--- src/rtl/mac_buf_pkg.sv ---
// Shared types and helpers for the MAC operand buffer.
package mac_buf_pkg;

  typedef enum logic {
    ST_IDLE  = 1'b0,
    ST_CLEAR = 1'b1
  } st_e;

  function automatic int clog2(input int n);
    int r;
    r = 0;
    while ((1 << r) < n) r++;
    return r;
  endfunction

  // Even parity: the stored bit makes the total count of ones even.
  function automatic logic even_par(input logic [63:0] d);
    return ^d;
  endfunction

endpackage

--- src/rtl/mac_buf_rd_port.sv ---
// One registered read port: range check, write-first bypass, parity check.
// Parity checking is compiled in with MAC_BUF_PARITY_EN.
module mac_buf_rd_port
  import mac_buf_pkg::*;
#(
  parameter int DataWidth   = 8,
  parameter int BufferSize  = 4,
  parameter int BufferWidth = 2
) (
  input  logic                                     clk,
  input  logic                                     reset,
  input  logic                                     i_rd_en,
  input  logic [BufferWidth-1:0]                   i_rd_addr,
  input  logic [(1<<BufferWidth)*DataWidth-1:0]    i_mem_data,
  input  logic [(1<<BufferWidth)-1:0]              i_mem_par,
  input  logic                                     i_wr_en,
  input  logic [BufferWidth-1:0]                   i_wr_addr,
  input  logic [DataWidth-1:0]                     i_wr_data,
  input  logic                                     i_wr_par,
  output logic                                     o_rd_valid,
  output logic [DataWidth-1:0]                     o_rd_data,
  output logic                                     o_rd_perr
);

  localparam logic [BufferWidth:0] LpSize = (BufferWidth+1)'(BufferSize);

  logic                 w_in_range;
  logic                 w_hit;
  logic                 w_par;
  logic                 w_perr;
  logic [DataWidth-1:0] w_data;
  logic                 r_rd_valid;
  logic                 r_rd_perr;
  logic [DataWidth-1:0] r_rd_data;

  assign w_in_range = {1'b0, i_rd_addr} < LpSize;
  assign w_hit      = i_wr_en && (i_wr_addr == i_rd_addr);

  // Write-first: a same-cycle write to this address wins over the array.
  always_comb begin
    w_data = '0;
    w_par  = 1'b0;
    if (w_hit) begin
      w_data = i_wr_data;
      w_par  = i_wr_par;
    end else if (w_in_range) begin
      w_data = i_mem_data[i_rd_addr*DataWidth +: DataWidth];
      w_par  = i_mem_par[i_rd_addr];
    end
  end

`ifdef MAC_BUF_PARITY_EN
  assign w_perr = even_par(64'(w_data)) != w_par;
`else
  logic w_unused_par;
  assign w_unused_par = w_par;
  assign w_perr       = 1'b0;
`endif

  always_ff @(posedge clk or negedge reset) begin
    if (!reset) begin
      r_rd_valid <= 1'b0;
      r_rd_perr  <= 1'b0;
      r_rd_data  <= '0;
    end else begin
      r_rd_valid <= i_rd_en;
      r_rd_perr  <= i_rd_en & w_perr;
      if (i_rd_en) r_rd_data <= w_data;
    end
  end

  assign o_rd_valid = r_rd_valid;
  assign o_rd_perr  = r_rd_perr;
  assign o_rd_data  = r_rd_data;

endmodule

--- src/rtl/mac_operand_buffer.sv ---
// Operand register file: one write port, NUM_RD registered read ports, clear engine.
// Optional per-entry even parity enabled by defining MAC_BUF_PARITY_EN.
module mac_operand_buffer
  import mac_buf_pkg::*;
#(
  parameter int DataWidth   = 8,
  parameter int BufferSize  = 4,
  parameter int BufferWidth = clog2(BufferSize),
  parameter int NUM_RD      = 2
) (
  input  logic                          clk,
  input  logic                          reset,
  input  logic                          clr_req,
  output logic                          clr_busy,
  input  logic                          wr_en,
  input  logic [BufferWidth-1:0]        wr_addr,
  input  logic [DataWidth-1:0]          wr_data,
  input  logic                          wr_perr_inj,
  output logic                          wr_drop,
  input  logic [NUM_RD-1:0]             rd_en,
  input  logic [NUM_RD*BufferWidth-1:0] rd_addr,
  output logic [NUM_RD*DataWidth-1:0]   rd_data,
  output logic [NUM_RD-1:0]             rd_valid,
  output logic [NUM_RD-1:0]             rd_perr,
  output st_e                           dbg_state
);

  // Handshake: no backpressure. rd_en[p] in cycle N gives rd_valid[p]/rd_data[p] in N+1;
  // writes are fire-and-forget and wr_drop (one cycle later) is the only rejection notice.

  localparam int                   Depth  = 1 << BufferWidth;
  localparam logic [BufferWidth:0] LpSize = (BufferWidth+1)'(BufferSize);
  localparam logic [BufferWidth-1:0] LpLast = BufferWidth'(BufferSize - 1);

  st_e                      r_state;
  logic [BufferWidth-1:0]   r_clr_ptr;
  logic                     r_clr_busy;
  logic                     r_wr_drop;
  logic [DataWidth-1:0]     r_mem [BufferSize];

  logic                     w_wr_in_range;
  logic                     w_wr_ok;
  logic                     w_we;
  logic                     w_wpar;
  logic [BufferWidth-1:0]   w_waddr;
  logic [DataWidth-1:0]     w_wdata;
  logic [Depth*DataWidth-1:0] w_mem_data;
  logic [Depth-1:0]         w_mem_par;

  assign w_wr_in_range = {1'b0, wr_addr} < LpSize;
  assign w_wr_ok       = wr_en && !r_clr_busy && w_wr_in_range;

  // The clear engine owns the write port while clearing.
  always_comb begin
    w_we    = w_wr_ok;
    w_waddr = wr_addr;
    w_wdata = wr_data;
    w_wpar  = even_par(64'(wr_data)) ^ wr_perr_inj;
    if (r_state == ST_CLEAR) begin
      w_we    = 1'b1;
      w_waddr = r_clr_ptr;
      w_wdata = '0;
      w_wpar  = 1'b0;
    end
  end

  always_ff @(posedge clk or negedge reset) begin
    if (!reset) begin
      r_state    <= ST_CLEAR;
      r_clr_ptr  <= '0;
      r_clr_busy <= 1'b1;
      r_wr_drop  <= 1'b0;
    end else begin
      r_wr_drop <= wr_en && (r_clr_busy || !w_wr_in_range);
      case (r_state)
        ST_IDLE: begin
          if (clr_req) begin
            r_state    <= ST_CLEAR;
            r_clr_ptr  <= '0;
            r_clr_busy <= 1'b1;
          end
        end
        ST_CLEAR: begin
          if (r_clr_ptr == LpLast) begin
            r_state    <= ST_IDLE;
            r_clr_ptr  <= '0;
            r_clr_busy <= 1'b0;
          end else begin
            r_clr_ptr <= r_clr_ptr + 1'b1;
          end
        end
        default: begin
          r_state    <= ST_CLEAR;
          r_clr_ptr  <= '0;
          r_clr_busy <= 1'b1;
        end
      endcase
    end
  end

  always_ff @(posedge clk) begin
    if (w_we) r_mem[w_waddr] <= w_wdata;
  end

`ifdef MAC_BUF_PARITY_EN
  logic [BufferSize-1:0] r_par;
  always_ff @(posedge clk) begin
    if (w_we) r_par[w_waddr] <= w_wpar;
  end
`endif

  // Pad the flattened view to a power of two so read ports never index past it.
  for (genvar i = 0; i < Depth; i++) begin : g_flat
    if (i < BufferSize) begin : g_used
      assign w_mem_data[i*DataWidth +: DataWidth] = r_mem[i];
`ifdef MAC_BUF_PARITY_EN
      assign w_mem_par[i] = r_par[i];
`else
      assign w_mem_par[i] = 1'b0;
`endif
    end else begin : g_pad
      assign w_mem_data[i*DataWidth +: DataWidth] = '0;
      assign w_mem_par[i] = 1'b0;
    end
  end

  for (genvar p = 0; p < NUM_RD; p++) begin : g_rd
    mac_buf_rd_port #(
      .DataWidth  (DataWidth),
      .BufferSize (BufferSize),
      .BufferWidth(BufferWidth)
    ) u_rd_port (
      .clk       (clk),
      .reset     (reset),
      .i_rd_en   (rd_en[p]),
      .i_rd_addr (rd_addr[p*BufferWidth +: BufferWidth]),
      .i_mem_data(w_mem_data),
      .i_mem_par (w_mem_par),
      .i_wr_en   (w_we),
      .i_wr_addr (w_waddr),
      .i_wr_data (w_wdata),
      .i_wr_par  (w_wpar),
      .o_rd_valid(rd_valid[p]),
      .o_rd_data (rd_data[p*DataWidth +: DataWidth]),
      .o_rd_perr (rd_perr[p])
    );
  end

  assign clr_busy  = r_clr_busy;
  assign wr_drop   = r_wr_drop;
  assign dbg_state = r_state;

endmodule
--- config.mk ---
export PLATFORM = sky130hd
export DESIGN_NAME = mac_operand_buffer
export DESIGN_NICKNAME = d
export VERILOG_FILES = /design/src/rtl/mac_buf_pkg.sv /design/src/rtl/mac_buf_rd_port.sv /design/src/rtl/mac_operand_buffer.sv
export SDC_FILE = /design/constraint.sdc
export NUM_CORES = 1
export LEC_CHECK = 0
export CORE_MARGIN = 2
export CORE_UTILIZATION = 48
export DETAILED_ROUTE_END_ITERATION = 7
export HOLD_SLACK_MARGIN = 0.06
export PLACE_DENSITY = 0.76
export REMOVE_ABC_BUFFERS = 1
export SYNTH_ARGS = -nofsm -noshare
export SYNTH_HDL_FRONTEND = slang
export SYNTH_HIERARCHICAL = 1
export SYNTH_SLANG_ARGS = --single-unit
--- constraint.sdc ---
create_clock -name clk -period 2.1 [get_ports clk]
set_clock_uncertainty 0.2 [all_clocks]
set_input_delay 0.42 -clock clk [delete_from_list [all_inputs] [get_ports clk]]
set_output_delay 0.42 -clock clk [all_outputs]
set_load 0.03 [all_outputs]
==> results.md <==
- Status: finished with violations
- Failing checks: negative setup slack
- Final Slew Violations: 0
- Number of global-route vias before repair: about 1800
- Crit path DAT: 2.18 ns
- Setup tns final: -0.956 ns
- Crit end category: flip-flop
- DR WL/cell: 19.9 um
- Worst path cell trace: buf_6 > nor2b_4 > a21o_1 > xor2_2 > buf_4 > o311a_1 > a221o_1
- DRC: 0
- First-pass GRT wire length: roughly 9500 um
- CTS tree: yes
- Total number of vias: about 1700
- Delay-heaviest family, CP: compound AO/OA/AOI/OAI gates
- Initial antenna violation count: 0
- DR vias/cell: approximately 5.7
- Final Hold Fails: 0
- CP Max Fanout: 5
- Cts bufs inserted: 5
- Share of layout cells above drive strength 1: slightly below 30%
- Syn Inst Count: 161
- RSZ-0062 raised after global routing: true
- Mapped cell area: between 0.002 and 0.003 mm^2
- Starting Density: 50.3%
- Buffers on Ports: 40
- Clock sinks: 55
- Die Height: 77.4 um
- Grt total ovfl: 0
- Period utilization: 104%
- Clock latency at the later pin of the worst-skew pair: 0.31 ns
- Horiz. Die Dim: between 70 and 80 um
- H-Tree Level Count: 2
- Largest net degree at the start of global routing: 24
- VDD IR max: 0.536 mV
- Number of diodes: 0
- Max Cap Violations: 0
- Final hold slack: between 0.2 and 0.25 ns
- CP Class: flip-flop to flip-flop
- CTS clock-pin slew for the worst setup and hold paths: ~0.1 ns
- Slowest stage delay, CP: roughly 0.59 ns
- Hpwl dp: 4320 um
- Die ar.: between 0.005 and 0.006 mm^2
- Root Buffer: clkbuf_8
- Starting DRT DRC Count: 120
- Final WL: around 6000 um
- Clock period minus final worst setup slack: approximately 2.2 ns
- Post-CTS Hold Buffers: 0
- Post-synthesis area per instance: between 15 and 20 um^2
- Antenna-violating nets left: 0
- Lkg Pwr: between 1 and 1.5 nW
- Max Fclk: 459 MHz
- Max-slew headroom: between 60% and 70%
- Cell Rows: 26
- P&R area growth vs syn: 32.7%
- Pre-antenna DRT Iters: 4
- Yosys warnings: 6
- GRT Util Overall: about a fifth
- Longest Clk Path Bufs: 2
- Worst Tran Pin Value: roughly 0.52 ns
- RD Place Congestion: roughly 0.86
- # IOs: 44
- CP Buf/Inv Count: 2
- Power Total: 4.83 mW
- Power per cell area: 1410 mW/mm^2
- CP max stage cell: dfstp_2
- Hold WC Path Type: input port to asynchronous set/reset pin
- WP data required: about 2.1 ns
- Final number of setup-violating endpoints: 16
- Final worst slack: -0.0790 ns
- Crit path launch type: flip-flop
- Core area: 0.00514 mm^2
- Final nets: 254
[report_power, final]
part / switching, mW / internal, mW / leakage [nW] / total, mW
combinational: 1.20 / 1.12 / 0.711 / 2.33
clock: 0.366 / 0.244 / 0.0452 / 0.610
sequential: 0.222 / 1.67 / 0.588 / 1.89
total: 1.79 / 3.04 / 1.34 / 4.83
[flip-flops by register name, indices dropped and copies added, names as in the netlist]
signal and cells:
r_mem 32, g_rd.u_rd_port/o_rd_data 16, g_rd.u_rd_port/o_rd_valid 2, r_clr_ptr 2, clr_busy 1, dbg_state 1, wr_drop 1
[worst paths after layout]
path	startpoint	to	slack (ns)	depth (start not counted)
setup reg to reg	dbg_state	g_rd[0].u_rd_port/o_rd_data[2]	-0.08	7
max in group asynchronous	reset	clr_busy	1.17	2
hold / removal	reset	g_rd[0].u_rd_port/o_rd_data[5]	0.25	2
setup / recovery	dbg_state	g_rd[0].u_rd_port/o_rd_data[2]	-0.08	7
min in group clk	clr_busy	clr_busy	0.33	2
hold reg to reg	clr_busy	clr_busy	0.33	2
[cells in the final DEF, fill, tap and decap left out]
cell             count
or2_2                1
edfxtp_1            32
inv_4                1
mux4_1               2
mux2i_4              1
a21o_1               2
ha_1                 1
nand2b_1             1
nor2b_1             22
xor2_2               2
a21oi_1              1
nor2_1               7
inv_1                6
dlygate4sd2_1        1
o22ai_1              1
mux4_2              14
buf_4               29
buf_12               3
xor2_1               1
a22oi_1              2
o311a_1              2
o31a_1               2
dfstp_2              2
nor2b_2              1
o21ai_0              1
clkbuf_8             5
nor3_1               1
clkinvlp_4           1
buf_6                3
inv_6                2
xor2_4               1
nor4_4               2
a221o_1             16
nor2b_4              1
dfrtp_1             21
conb_1               2
nand2_1              1
clkdlybuf4s50_1     38
and2_1               1
[area by class of cell]
type	count	area, um^2
multi-input cells	89	980
inverters	7	28.8
well taps	70	87.6
flip-flops and latches	55	1540
clock inverters	3	25.0
fillers	373	1710
repair buffers	74	701
clock buffers	5	68.8
[worst register-to-register path, delay by kind of cell (launching register included)]
kind / cells / cell delay [ns]
xor gates and xnor gates: 1 / 0.18
buffers and inverters: 2 / 0.29
and+or+nand+nor: 1 / 0.04
AOI/OAI and AO/OA: 3 / 0.77
DFF: 1 / 0.59
[what timing repair did]
| action | 4_1_cts | 5_1_grt |
|---|---|---|
| setup endpoints to repair | 17 | 17 |
| pin swaps | 17 | 9 |
| resized for setup | 7 | 8 |
| setup buffers | 7 | 5 |
[through the flow]
stage | util, % | std cells | cell area, um^2 | setup WS [ns]
final | 66.7 | 303 | 3430 | -0.0790
after global routing | 66.7 | 303 | 3430 | -0.140
after CTS | 65.2 | 299 | 3350 | -0.0504
after detailed placement | 62.2 | 285 | 3200 | -0.384
after global placement | 62.2 | 285 | 3200 | -0.316
after floorplan | - | 151 | 2510 | -0.318
[layer usage]
| metal | vias to the layer above | wire, um | global-route usage (%) |
|---|---|---|---|
| met1 | 896 | 2460 | 28.2 |
| li1 | 766 | - | - |
| met5 | - | 0 | 0 |
| met3 | 6 | 419 | 4.07 |
| met4 | 0 | 65 | 5.89 |
| met2 | 55 | 3070 | 35.7 |
Power figures use the tool's default switching activity.
